[config.mk]
export PLATFORM = sky130hd
export DESIGN_NAME = instr_fetch
export DESIGN_NICKNAME = d
export VERILOG_FILES = /design/src/rtl/instr_fetch.sv
export SDC_FILE = /design/constraint.sdc
export NUM_CORES = 1
export LEC_CHECK = 0
export ABC_AREA = 1
export BUFFER_PORTS_ARGS = -buffer_cell sky130_fd_sc_hd__buf_2
export CAP_MARGIN = 5
export CORE_ASPECT_RATIO = 1.5
export CORE_MARGIN = 5
export CORE_UTILIZATION = 57
export CTS_BUF_LIST = sky130_fd_sc_hd__clkbuf_16
export CTS_CLUSTER_DIAMETER = 60
export CTS_CLUSTER_SIZE = 16
export DETAILED_ROUTE_END_ITERATION = 6
export PLACE_DENSITY = 0.8
export SYNTH_ARGS = -nofsm -noshare
export SYNTH_HDL_FRONTEND = slang
export SYNTH_SLANG_ARGS = --single-unit
[constraint.sdc]
create_clock -name i_clk -period 3.8 [get_ports i_clk]
set_clock_uncertainty 0.2 [all_clocks]
set_input_delay 0.19 -clock i_clk [delete_from_list [all_inputs] [get_ports i_clk]]
set_output_delay 0.19 -clock i_clk [all_outputs]
set_load 0.03 [all_outputs]
[src/rtl/instr_fetch.sv]
// Instruction fetch unit: owns the PC, issues word fetches, and buffers returned
// words with their PCs in a 2-entry queue feeding the decoder over valid/ready.
module instr_fetch #(
    parameter logic [31:0] RESET_PC = 32'h0000_0000
) (
    input  logic        i_clk,
    input  logic        i_rst_n,
    output logic        o_imem_req,
    output logic [31:0] o_imem_addr,
    input  logic        i_imem_gnt,
    input  logic        i_imem_rvalid,
    input  logic [31:0] i_imem_rdata,
    input  logic        i_redirect,
    input  logic [31:0] i_redirect_pc,
    output logic        o_instr_valid,
    input  logic        i_instr_ready,
    output logic [31:0] o_instr,
    output logic [31:0] o_pc
);

    logic [31:0]       fetch_pc_q, fetch_pc_d;

    logic [1:0][31:0]  q_instr_q, q_instr_d;
    logic [1:0][31:0]  q_pc_q, q_pc_d;
    logic              q_head_q, q_head_d;
    logic [1:0]        q_cnt_q, q_cnt_d;

    logic [1:0][31:0]  t_pc_q, t_pc_d;
    logic [1:0]        t_stale_q, t_stale_d;
    logic              t_head_q, t_head_d;
    logic [1:0]        t_cnt_q, t_cnt_d;

    logic              pop, issue, rsp, keep;
    logic              q_wr, t_wr;
    logic [2:0]        credits_used;

    assign pop          = o_instr_valid & i_instr_ready;
    // Entries in the queue plus words in flight may never exceed the queue depth,
    // so every response is guaranteed a slot; a same-cycle pop frees one credit.
    assign credits_used = {1'b0, q_cnt_q} + {1'b0, t_cnt_q} - {2'b00, pop};
    assign o_imem_req   = i_rst_n & ~i_redirect & (credits_used < 3'd2);
    assign o_imem_addr  = fetch_pc_q;
    assign issue        = o_imem_req & i_imem_gnt;
    assign rsp          = i_imem_rvalid & (t_cnt_q != 2'd0);
    assign keep         = rsp & ~t_stale_q[t_head_q] & ~i_redirect;
    assign q_wr         = q_head_q ^ q_cnt_q[0];
    assign t_wr         = t_head_q ^ t_cnt_q[0];

    assign o_instr_valid = (q_cnt_q != 2'd0);
    assign o_instr       = o_instr_valid ? q_instr_q[q_head_q] : 32'h0000_0013;
    assign o_pc          = o_instr_valid ? q_pc_q[q_head_q] : 32'h0000_0000;

    always_comb begin
        fetch_pc_d = fetch_pc_q;
        q_instr_d  = q_instr_q;
        q_pc_d     = q_pc_q;
        q_head_d   = q_head_q;
        q_cnt_d    = q_cnt_q + {1'b0, keep} - {1'b0, pop};
        t_pc_d     = t_pc_q;
        t_stale_d  = t_stale_q;
        t_head_d   = t_head_q;
        t_cnt_d    = t_cnt_q + {1'b0, issue} - {1'b0, rsp};

        if (issue) begin
            t_pc_d[t_wr]    = fetch_pc_q;
            t_stale_d[t_wr] = 1'b0;
            fetch_pc_d      = fetch_pc_q + 32'd4;
        end
        if (rsp) begin
            t_head_d = ~t_head_q;
        end
        if (keep) begin
            q_instr_d[q_wr] = i_imem_rdata;
            q_pc_d[q_wr]    = t_pc_q[t_head_q];
        end
        if (pop) begin
            q_head_d = ~q_head_q;
        end
        // Issue never coincides with a redirect, so marking both tracker slots
        // stale only affects words still owed by memory.
        if (i_redirect) begin
            q_cnt_d    = '0;
            t_stale_d  = '1;
            fetch_pc_d = {i_redirect_pc[31:2], 2'b00};
        end
    end

    always_ff @(posedge i_clk or negedge i_rst_n) begin
        if (!i_rst_n) begin
            fetch_pc_q <= RESET_PC;
            q_instr_q  <= '0;
            q_pc_q     <= '0;
            q_head_q   <= 1'b0;
            q_cnt_q    <= '0;
            t_pc_q     <= '0;
            t_stale_q  <= '0;
            t_head_q   <= 1'b0;
            t_cnt_q    <= '0;
        end else begin
            fetch_pc_q <= fetch_pc_d;
            q_instr_q  <= q_instr_d;
            q_pc_q     <= q_pc_d;
            q_head_q   <= q_head_d;
            q_cnt_q    <= q_cnt_d;
            t_pc_q     <= t_pc_d;
            t_stale_q  <= t_stale_d;
            t_head_q   <= t_head_d;
            t_cnt_q    <= t_cnt_d;
        end
    end

endmodule

# After elaboration in Yosys (flattened, before gate mapping)
# Index checks and enable logic that the tools add are counted.
# totals
ff_bits,232
# classes
addsub,7
order_cmp,7
n_mux,24
n_bitwise,15
n_reduce_logical,5
# ops
operator,count
32-bit 2-to-1 mux,12
64-bit bitwise mux,3
32-bit demux with 1-bit select,2
"32-bit by 3-bit adder with 32-bit output, second input constant",1
"1-bit by 2-bit less-than comparator with 1-bit output, second input constant",4
1-bit AND,7
2-bit 2-to-1 mux,3
2-bit nonzero test,3
2-bit by 1-bit adder with 2-bit output,2
1-bit inverter,4
2-bit by 1-bit subtractor with 2-bit output,2
2-bit by 2-bit adder with 3-bit output,1
"3-bit by 2-bit less-than comparator with 1-bit output, second input constant",1
1-bit 2-to-1 mux,3
3-bit by 1-bit subtractor with 3-bit output,1
2-bit AND,1
"1-bit greater-or-equal comparator, second input constant",2
1-bit logical AND,2
2-bit inverter,1
1-bit XOR,2
1-bit demux with 1-bit select,1

# Depth between registers and ports, before layout
# Gate-level depths: netlist of the first run.
# logic_depth
word_depth,9
depth_mapped,15

# Worst setup path before layout of the first run
# No wires, ideal clock.
# synth_path
kind,register to register
from,reg q_cnt_q[0]
to,reg t_cnt_q[1]
setup_ns,0.123
arrival_time_ns,2.849
required_time_ns,3.477
path_slack_ns,0.629
stages_incl_launch_ff,16
path_buffers,1
synth_period_minus_slack_ns,3.171
path_cell_list,dfrtp_1 -> nor2_1 -> inv_1 -> nand2_1 -> inv_1 -> nor2_1 -> o21ai_0 -> fa_1 -> nand2_1 -> nor2_4 -> nand3_2 -> buf_1 -> ha_1 -> inv_1 -> ha_1 -> xnor2_1
# synth_between
elab_chain_cells,8
# synth_lines
item,line,text
"start, declared",26,"logic [1:0] q_cnt_q, q_cnt_d;"
"start signal, assigned",104,q_cnt_q <= q_cnt_d;
2-bit nonzero test,49,assign o_instr_valid = (q_cnt_q != 2'd0);
net o_instr_valid,15,"output logic o_instr_valid,"
1-bit AND,37,assign pop = o_instr_valid & i_instr_ready;
3-bit by 1-bit subtractor with 3-bit output,40,"assign credits_used = {1'b0, q_cnt_q} + {1'b0, t_cnt_q} - {2'b00, pop};"
3-bit by 2-bit less-than comparator with 1-bit output,41,assign o_imem_req = i_rst_n & ~i_redirect & (credits_used < 3'd2);
1-bit AND,41,
1-bit AND,43,assign issue = o_imem_req & i_imem_gnt;
2-bit by 1-bit adder with 2-bit output,62,"t_cnt_d = t_cnt_q + {1'b0, issue} - {1'b0, rsp};"
2-bit by 1-bit subtractor with 2-bit output,62,
net t_cnt_d[1],31,"logic [1:0] t_cnt_q, t_cnt_d;"
"end signal, assigned",108,t_cnt_q <= t_cnt_d;
"end, declared",31,
# The timed path passes the listed nets, and every way through them passes these cells.
# A chain may end at the register's enable or synchronous reset.

# Final worst setup path of the first run
# layout_path
from,reg q_cnt_q[0]
to,reg t_pc_q[4] (netlist bit)
# layout_between
elab_chain_cells,6
# layout_lines
item,line,text
"parallel branches: the longest is 2 deep, another holds 2-bit by 2-bit adder with 3-bit output",n/a,
3-bit by 1-bit subtractor with 3-bit output *,40,
3-bit by 2-bit less-than comparator with 1-bit output *,41,
1-bit AND *,41,
1-bit AND *,43,
"end signal, assigned",105,t_pc_q <= t_pc_d;
"end, declared",28,"logic [1:0][31:0] t_pc_q, t_pc_d;"
# Every way passes the cells marked *.

==> results.txt, run 1 <==
The via count of the first global-routing pass is 8,989. The run finished with clean final reports. The largest voltage drop on the vdd net is 0.000409 V. The routed layout has 9,190 vias. The count of flip-flops with a built-in enable after synthesis came out at 0. In the layout the commonest cells are sky130_fd_sc_hd__nand2_1, sky130_fd_sc_hd__dfrtp_1, sky130_fd_sc_hd__o21ai_0, sky130_fd_sc_hd__buf_2, sky130_fd_sc_hd__inv_1. At the pin with the least slew margin, the transition time is 1070 ps. The initial detailed-routing violation count is 724. The placement-stage cell area came out at 0.0115 mm^2.

The fraction of registers with async set or reset after synthesis came out at 1.00. The core region is 0.0185 mm^2. Walking the worst path, the cells encountered are nor2_4, inv_1, nand2_1, nor2_1, o21ai_0, fa_1, nand2_1, nor2_4, nand3_2, buf_4, inv_1, nand2_1, buf_4, o21ai_0. In the finished design, the share of the clock period the worst path needs comes to 0.850. The number of antenna-violating nets in the routed design is 0.

The startpoint identified for the worst hold timing path is i_imem_gnt. The static leakage is 6.35 nW. The beginning of the critical path is q_cnt_q[0]. Leaving out fill and tap cells, the most frequent cell in the layout is sky130_fd_sc_hd__nand2_1. The final design instance area without fill came out at 0.0126 mm^2. The clock-pin slew of the registers on the worst-case setup and hold paths is 70 ps. The area of the die is 0.0216 mm^2. In this run the number of H-tree levels came out at 1. Counting distinct cell types in the post-synthesis netlist gives 29. The global-route usage over all layers came out at 0.240.

The worst setup slack for register-to-register paths is 570 ps. The total overflow reported by the global router came out at 0. STA classifies the critical path endpoint as a flip-flop.

The total CTS buffers is 17. The clock period minus worst slack is 3230 ps. The sequential share of the synthesized area came out at 0.520.

The arrival time of data at the critical path endpoint is 3360 ps. Port buffering added 161 buffers. The final wirelength is 25,800 um. The critical path is of the reg2reg type.

The floorplan has 61 rows. Measured along the x axis, the die boundary spans 122 um. In this run, synthesis produced a sequential element count of 222. The mean area per synthesized cell came out at 8.18 um^2.

The antenna diode instance count came out at 0. The initial core utilization came out at 0.578. The maximum achievable frequency came out at 310 MHz. Dividing the detail-routed via count by the number of cells gives 5.27. The number of max-capacitance violations reported is 0. The power per cell area is 687 mW/mm^2. The number of hold violations in the final report is 0. The first detailed-routing pass ran for 5 iterations. In the routed design, unresolved DRC markers number 0.

The clock net in this run drives a total of 222 sinks. The die outline height came out at 178 um. The tree is rooted in a sky130_fd_sc_hd__clkbuf_16. The clock latency reported for the late side of the worst-skew pair came out at 470 ps.

The count of filler cells inserted in the layout came out at 1,533. The reg-to-reg critical path endpoint is t_pc_q[4]. The required time of the critical path came out at 3930 ps.

STA classifies the critical path startpoint as a flip-flop. Measured on the finished design, the core utilization comes to 0.683. At the end of the flow, the number of nets in the layout was 1,570. Setup violations remaining at the end of the flow were counted as 0. The number of pins exceeding their max-slew limit in the final report is 0. The relative slew slack came out at 0.286. The final weighted congestion of routability-driven global placement is 0.872. TritonCTS built the clock tree. The share of post-route cells with drive strength above 1 came out at 0.150. Setup repair after global routing left no endpoint under its margin. The accumulated negative setup slack is 0 ps. In the synthesized netlist the dominant register cell turns out to be sky130_fd_sc_hd__dfrtp_1. The most numerous cell type found on the critical path is sky130_fd_sc_hd__nand2_1. 168 I/O pins were placed.

The endpoint with the worst hold slack is t_pc_q[59]. The worst reg-to-reg path cell count is 14. The first global-routing pass estimated 42,700 um of wire. The worst-path maximum fanout came out at 60. The instance count of the mapped netlist came out at 1,306. The delay of the slowest cell on the worst path is 470 ps.

The area used by multi-input combinational logic came out at 0.00429 mm^2. The number of antenna violations at the first check in global routing came out at 0. The class of the tightest hold or removal check is in2reg. The reg-to-reg critical path startpoint is q_cnt_q[0]. The wire-length estimate of the detail-placed layout is 16,400 um. The worst-path cell with the longest stage delay is sky130_fd_sc_hd__fa_1. Entering global routing, the biggest net connects 200 pins. In the final routed layout, each cell accounts on average for 14.8 um. Summing every instance area after synthesis gives 0.0107 mm^2. The number of cells on the worst hold path is 4. Across the whole layout, storage elements account for 0.00556 mm^2. The synthesis warning total came out at 0. The clock tree buffer depth is 3. The synthesis-to-finish area growth came out at 18.2%.
## synthesized netlist by cell type (2+ instances only)
master / instances / area, um^2
sky130_fd_sc_hd__nand2_1: 479 / 1800
sky130_fd_sc_hd__dfrtp_1: 222 / 5560
sky130_fd_sc_hd__o21ai_0: 160 / 801
sky130_fd_sc_hd__inv_1: 99 / 372
sky130_fd_sc_hd__nand3_1: 67 / 335
sky130_fd_sc_hd__a21oi_1: 59 / 295
sky130_fd_sc_hd__nor2_1: 44 / 165
sky130_fd_sc_hd__clkbuf_1: 37 / 139
sky130_fd_sc_hd__mux2i_1: 30 / 300
sky130_fd_sc_hd__buf_6: 22 / 248
sky130_fd_sc_hd__o21ai_2: 22 / 193
sky130_fd_sc_hd__o21ai_1: 14 / 70.1
sky130_fd_sc_hd__buf_2: 9 / 45.0
sky130_fd_sc_hd__xor2_1: 9 / 78.8
sky130_fd_sc_hd__ha_1: 6 / 75.1
sky130_fd_sc_hd__xnor2_1: 6 / 52.6
sky130_fd_sc_hd__buf_4: 5 / 37.5
sky130_fd_sc_hd__buf_1: 3 / 11.3
sky130_fd_sc_hd__and2_1: 2 / 12.5
sky130_fd_sc_hd__nand2_2: 2 / 12.5
## timing repair
item	CTS	global route
hold buffers	66	0
hold endpoints to repair	119	0
gates resized for setup	0	0
buffers inserted	0	0
## per-layer routing
layer,GRT usage,wire (um),part of all wire,vias to the layer above
met4,0.101,1030,0.040,0
li1,-,-,-,4516
met1,0.303,10800,0.42,4319
met3,0.0261,1140,0.044,66
met5,0,0,0,-
met2,0.418,12800,0.50,289
## layout make-up
class | instances | area share
flip-flops and latches | 222 | 0.440
well taps | 252 | 0.0250
multi-input cells | 910 | 0.340
clock buffers | 17 | 0.0337
clock inverters | 2 | 0.000595
inverters | 101 | 0.0300
repair buffers | 241 | 0.130
## worst max-delay path by stage
stage / end / slack [ps] / cells after the start
global placement: t_pc_q[5] / 720 / 14
global route: t_pc_q[31] / 300 / 15
detailed placement: t_pc_q[10] / 630 / 14
finish: t_pc_q[4] / 570 / 14
floorplan: t_cnt_q[1] / 630 / 15
CTS: t_pc_q[26] / 570 / 15
## critical path, delay by kind of cell (launching register included)
family	cells	cell delay (ps)
buffers and inverters	4	820
AOI/OAI and AO/OA	2	390
adders and majority gates	1	470
and+or+nand+nor	7	720
DFF	1	450
## report_power, final
group | switching (mW) | internal, mW | leakage (nW)
Sequential | 0.581 | 3.21 | 2.88
Combinational | 2.21 | 1.11 | 3.25
Clock | 0.760 | 0.797 | 0.216
## stage by stage
| stage | std cells | hold WS, ps | power, mW | setup WS (ps) |
|---|---|---|---|---|
| final | 1745 | 64.7 | 8.66 | 570 |
| after global routing | 1745 | 81.0 | 9.29 | 304 |
| after CTS | 1745 | 53.0 | 8.72 | 572 |
| after detailed placement | 1660 | -121 | 7.08 | 633 |
| after global placement | 1660 | -121 | 6.94 | 723 |
| after floorplan | 1309 | -306 | 6.14 | 629 |
## cell families after synthesis
kind of cell	count (synthesis)	synth area share
AND/OR/NAND/NOR	599	0.222
AO/OA/AOI/OAI	255	0.127
flip-flops	222	0.520
buffers and inverters	177	0.0805
multiplexers	30	0.0281
XOR/XNOR	15	0.0123
adder cells (fa/ha/maj)	7	0.00891
other	1	0.000351
## registers in the layout, summed over array words and instances, names as in the netlist
signal,cells
q_instr_q,64
q_pc_q,60
t_pc_q,60
o_imem_addr,30
q_cnt_q,2
t_cnt_q,2
t_stale_q,2
q_head_q,1
t_head_q,1
Power figures use the tool's default switching activity.
==> run 2: changes to the inputs <==
- clock period: 3.8 -> 3.1 ns (I/O delays scaled with it)
==> run 2 against run 1 <==
Compared with the run above:
- total power rose by 23%
- global-route usage about the same
- highest routed layer unchanged
- critical endpoint is now o_imem_req
- setup slack got worse by 410 ps
- combinational power up 25%
- core utilization is 0.45 points higher
==> results.txt, run 2 (synthesis gave the netlist of run 1 again) <==
The net count of the finished layout came out at 1,573 (+0.19%). More flip-flops sit in one register than any other, and that register is q_instr_q. The initial detailed-routing violation count is 821 (+13%). The post-route DRC violation count came out at 0 (unchanged).

The post-CTS repair timing setup buffer count is 0 (unchanged). The number of hold violations in the final report came out at 0 (unchanged). The portion of the clock cycle consumed by the worst path in the final layout is 0.947. The number of search-and-repair iterations in the first detailed-routing pass came out at 7 (+2). The post-layout instance count excluding filler cells came out at 1,748 (+0.17%). In the layout the commonest cells are sky130_fd_sc_hd__nand2_1, sky130_fd_sc_hd__dfrtp_1, sky130_fd_sc_hd__o21ai_0, sky130_fd_sc_hd__buf_2, sky130_fd_sc_hd__inv_1. The number of antenna violations at the first check in global routing is 0 (unchanged). The worst setup slack for register-to-register paths is 210 ps (-360 ps). The required time of the critical path is 2740 ps (-1190 ps). The final core utilization came out at 0.688 (+0.00447). The clock tree from TritonCTS is built.

The final wirelength came out at 25,900 um (+0.10%). The number of buffer and inverter instances along the worst setup path is 3 (-1). The accumulated negative setup slack came out at 0 ps (unchanged). The TritonCTS sink count is 222 (unchanged). The largest voltage drop on the vdd net was 0.000564 V (+38%). The clock-pin slew of the registers on the worst-case setup and hold paths is 70 ps (about the same).

The net switching share of the total power is 0.409 (-0.000486). The share of power burned in registers came to 0.433 (-0.005). The final weighted congestion of routability-driven global placement came to 0.856 (-1.9%). The detailed-route wire length per cell was 14.8 um (about the same). The flip-flop count of the largest register, all copies and words added is 64 (unchanged). The global-route wire length before repair is 42,800 um (+0.28%).

The reg-to-reg critical path endpoint is t_pc_q[44]. The number of placement rows came out at 61 (unchanged). The reg-to-reg critical path startpoint is q_cnt_q[0]. The number of I/O pins came to 168 (unchanged). The die width is 122 um (unchanged).

The library cell used most frequently in the layout, excluding fill and tap cells, is sky130_fd_sc_hd__nand2_1. The delay of the slowest cell on the worst path is 500 ps (+30 ps). The cell sitting at the root of the clock tree is a sky130_fd_sc_hd__clkbuf_16. The number of antenna-violating nets in the routed design came out at 0 (unchanged). The global-route usage over all layers is 0.240 (about the same). The half-perimeter wire length after detailed placement was 16,500 um (+0.62%). The clock tree buffer depth came out at 3 (unchanged). The synthesis-to-finish area growth is 18.9%. The maximum achievable frequency is 341 MHz. The quantity of gates resized following cts is 0 (unchanged). The largest registers in the layout are q_instr_q: 64 flops, q_pc_q: 60 flops, t_pc_q: 60 flops. The number of levels the H-tree was split into is 1 (unchanged). The worst-margin pin slew was 1040 ps (-31.9 ps). The total internal power is 6.31 mW (+23%).

Among cell families on the critical path, the largest total delay comes from simple AND/OR/NAND/NOR gates. The arrival time of data at the critical path endpoint is 2580 ps (-780 ps). The via count of the first global-routing pass was 8,882 (-1.2%). The worst setup path is of the reg2out kind.

The slowest stage of the critical path belongs to the cell sky130_fd_sc_hd__fa_1. The total overflow reported by the global router came out at 0 (unchanged). The run finished with clean final reports. The core area came to 0.0185 mm^2 (unchanged).

The total CTS buffers is 17 (unchanged). The number of I/O port buffers was 161 (unchanged). The final design instance area without fill came out at 0.0127 mm^2 (+0.65%). The worst setup path is launched from a flip-flop.

The area of all sequential standard cells came out at 0.00556 mm^2 (unchanged). The number of max-capacitance violations reported came to 0 (unchanged). Setup repair after global routing left no endpoint under its margin. The number of pins exceeding their max-slew limit in the final report is 0 (unchanged). The placement-stage cell area came out at 0.0116 mm^2 (+0.63%). The clock latency reported for the late side of the worst-skew pair came out at 470 ps (about the same). Walking the worst path, the cells encountered are nor2_4, inv_2, nand2_1, nor2_1, o21ai_0, fa_1, nand2_1, nor2_4, nand2_1, inv_1, buf_2. The area used by multi-input combinational logic is 0.00429 mm^2 (unchanged).

The static leakage came to 6.39 nW (+0.64%). The clock period minus worst slack is 2940 ps. The cell count after placement came to 1,663 (+0.18%). The initial core utilization came out at 0.578 (unchanged).

Among the stages of the critical path, the cell type that occurs most often is sky130_fd_sc_hd__nand2_1. The via count of the routed design came out at 9,171 (-0.21%). The count of final setup violators is 0 (unchanged). The die outline height came out at 178 um (unchanged). The share of total power in the clock network came to 0.180 (about the same). The relative slew slack came out at 0.309 (+0.0236). The largest net degree at the start of global routing is 184 (-8.0%). The power per cell area came out at 841 mW/mm^2 (+22%). The count of filler cells inserted in the layout came to 1,511 (-1.4%). The share of post-route cells with drive strength above 1 came out at 0.153 (+0.00304).

The antenna diode instance count came out at 0 (unchanged). The tightest min-delay check is of the in2async type. The worst setup path is captured at an output pin. The worst-path maximum fanout is 5 (-92%). The number of hold-repair buffers added at the cts stage came out at 66 (unchanged). The logic gate share of total power is 0.387 (+0.004).

The area of the die was 0.0216 mm^2 (unchanged). The net load switching power came out at 4.37 mW (+23%). The vias per cell came out at 5.25 (-0.38%). The worst reg-to-reg path cell count came out at 13 (-1).
run 2: how the worst max path moves through the flow:
stage | slack (ps) | startpoint | cells after the start | to
after floorplan | 0.1 | q_cnt_q[0] | 15 | t_cnt_q[1]
after global placement | 270 | q_cnt_q[0] | 13 | t_pc_q[58]
after detailed placement | 200 | q_cnt_q[0] | 13 | t_pc_q[54]
after CTS | 120 | q_cnt_q[0] | 11 | o_imem_req
after global routing | 6 | q_cnt_q[0] | 11 | o_imem_req
final | 160 | q_cnt_q[0] | 11 | o_imem_req
run 2: metrics by stage:
stage | setup slack, ps | total power [mW] | hold WS [ps]
6_report | 163 | 10.7 | 29.0
5_1_grt | 5.51 | 11.4 | 49.3
4_1_cts | 120 | 10.7 | 34.0
3_5_place_dp | 204 | 8.70 | -97.2
3_3_place_gp | 266 | 8.55 | -102
2_1_floorplan | 0.104 | 7.53 | -341
run 2: final cells by class:
| cell class | count | share of cell area |
|---|---|---|
| Clock buffer | 17 | 0.0335 |
| Clock inverter | 2 | 0.000591 |
| Inverter | 101 | 0.0298 |
| Multi-Input combinational cell | 910 | 0.338 |
| Sequential cell | 222 | 0.437 |
| Tap cell | 252 | 0.0248 |
| Timing Repair Buffer | 244 | 0.136 |
run 2: worst min-delay path: cells and delay by family:
kind	cells	cell delay (ps)
buffers and inverters	3	910
run 2: layer usage:
metal,global-route usage,part of all wire,up-vias
li1,-,-,4513
met1,0.313,0.42,4348
met2,0.422,0.51,265
met3,0.0277,0.052,45
met4,0.0701,0.024,0
met5,0,0,-
run 2: power groups by stage:
| stage | combinational [mW] | sequential, mW | clock (mW) |
|---|---|---|---|
| floorplan | 2.89 | 4.64 | 0 |
| global placement | 3.97 | 4.58 | 0 |
| detailed placement | 4.06 | 4.64 | 0 |
| CTS | 4.17 | 4.60 | 1.97 |
| global route | 4.63 | 4.74 | 2.08 |
| finish | 4.14 | 4.62 | 1.92 |
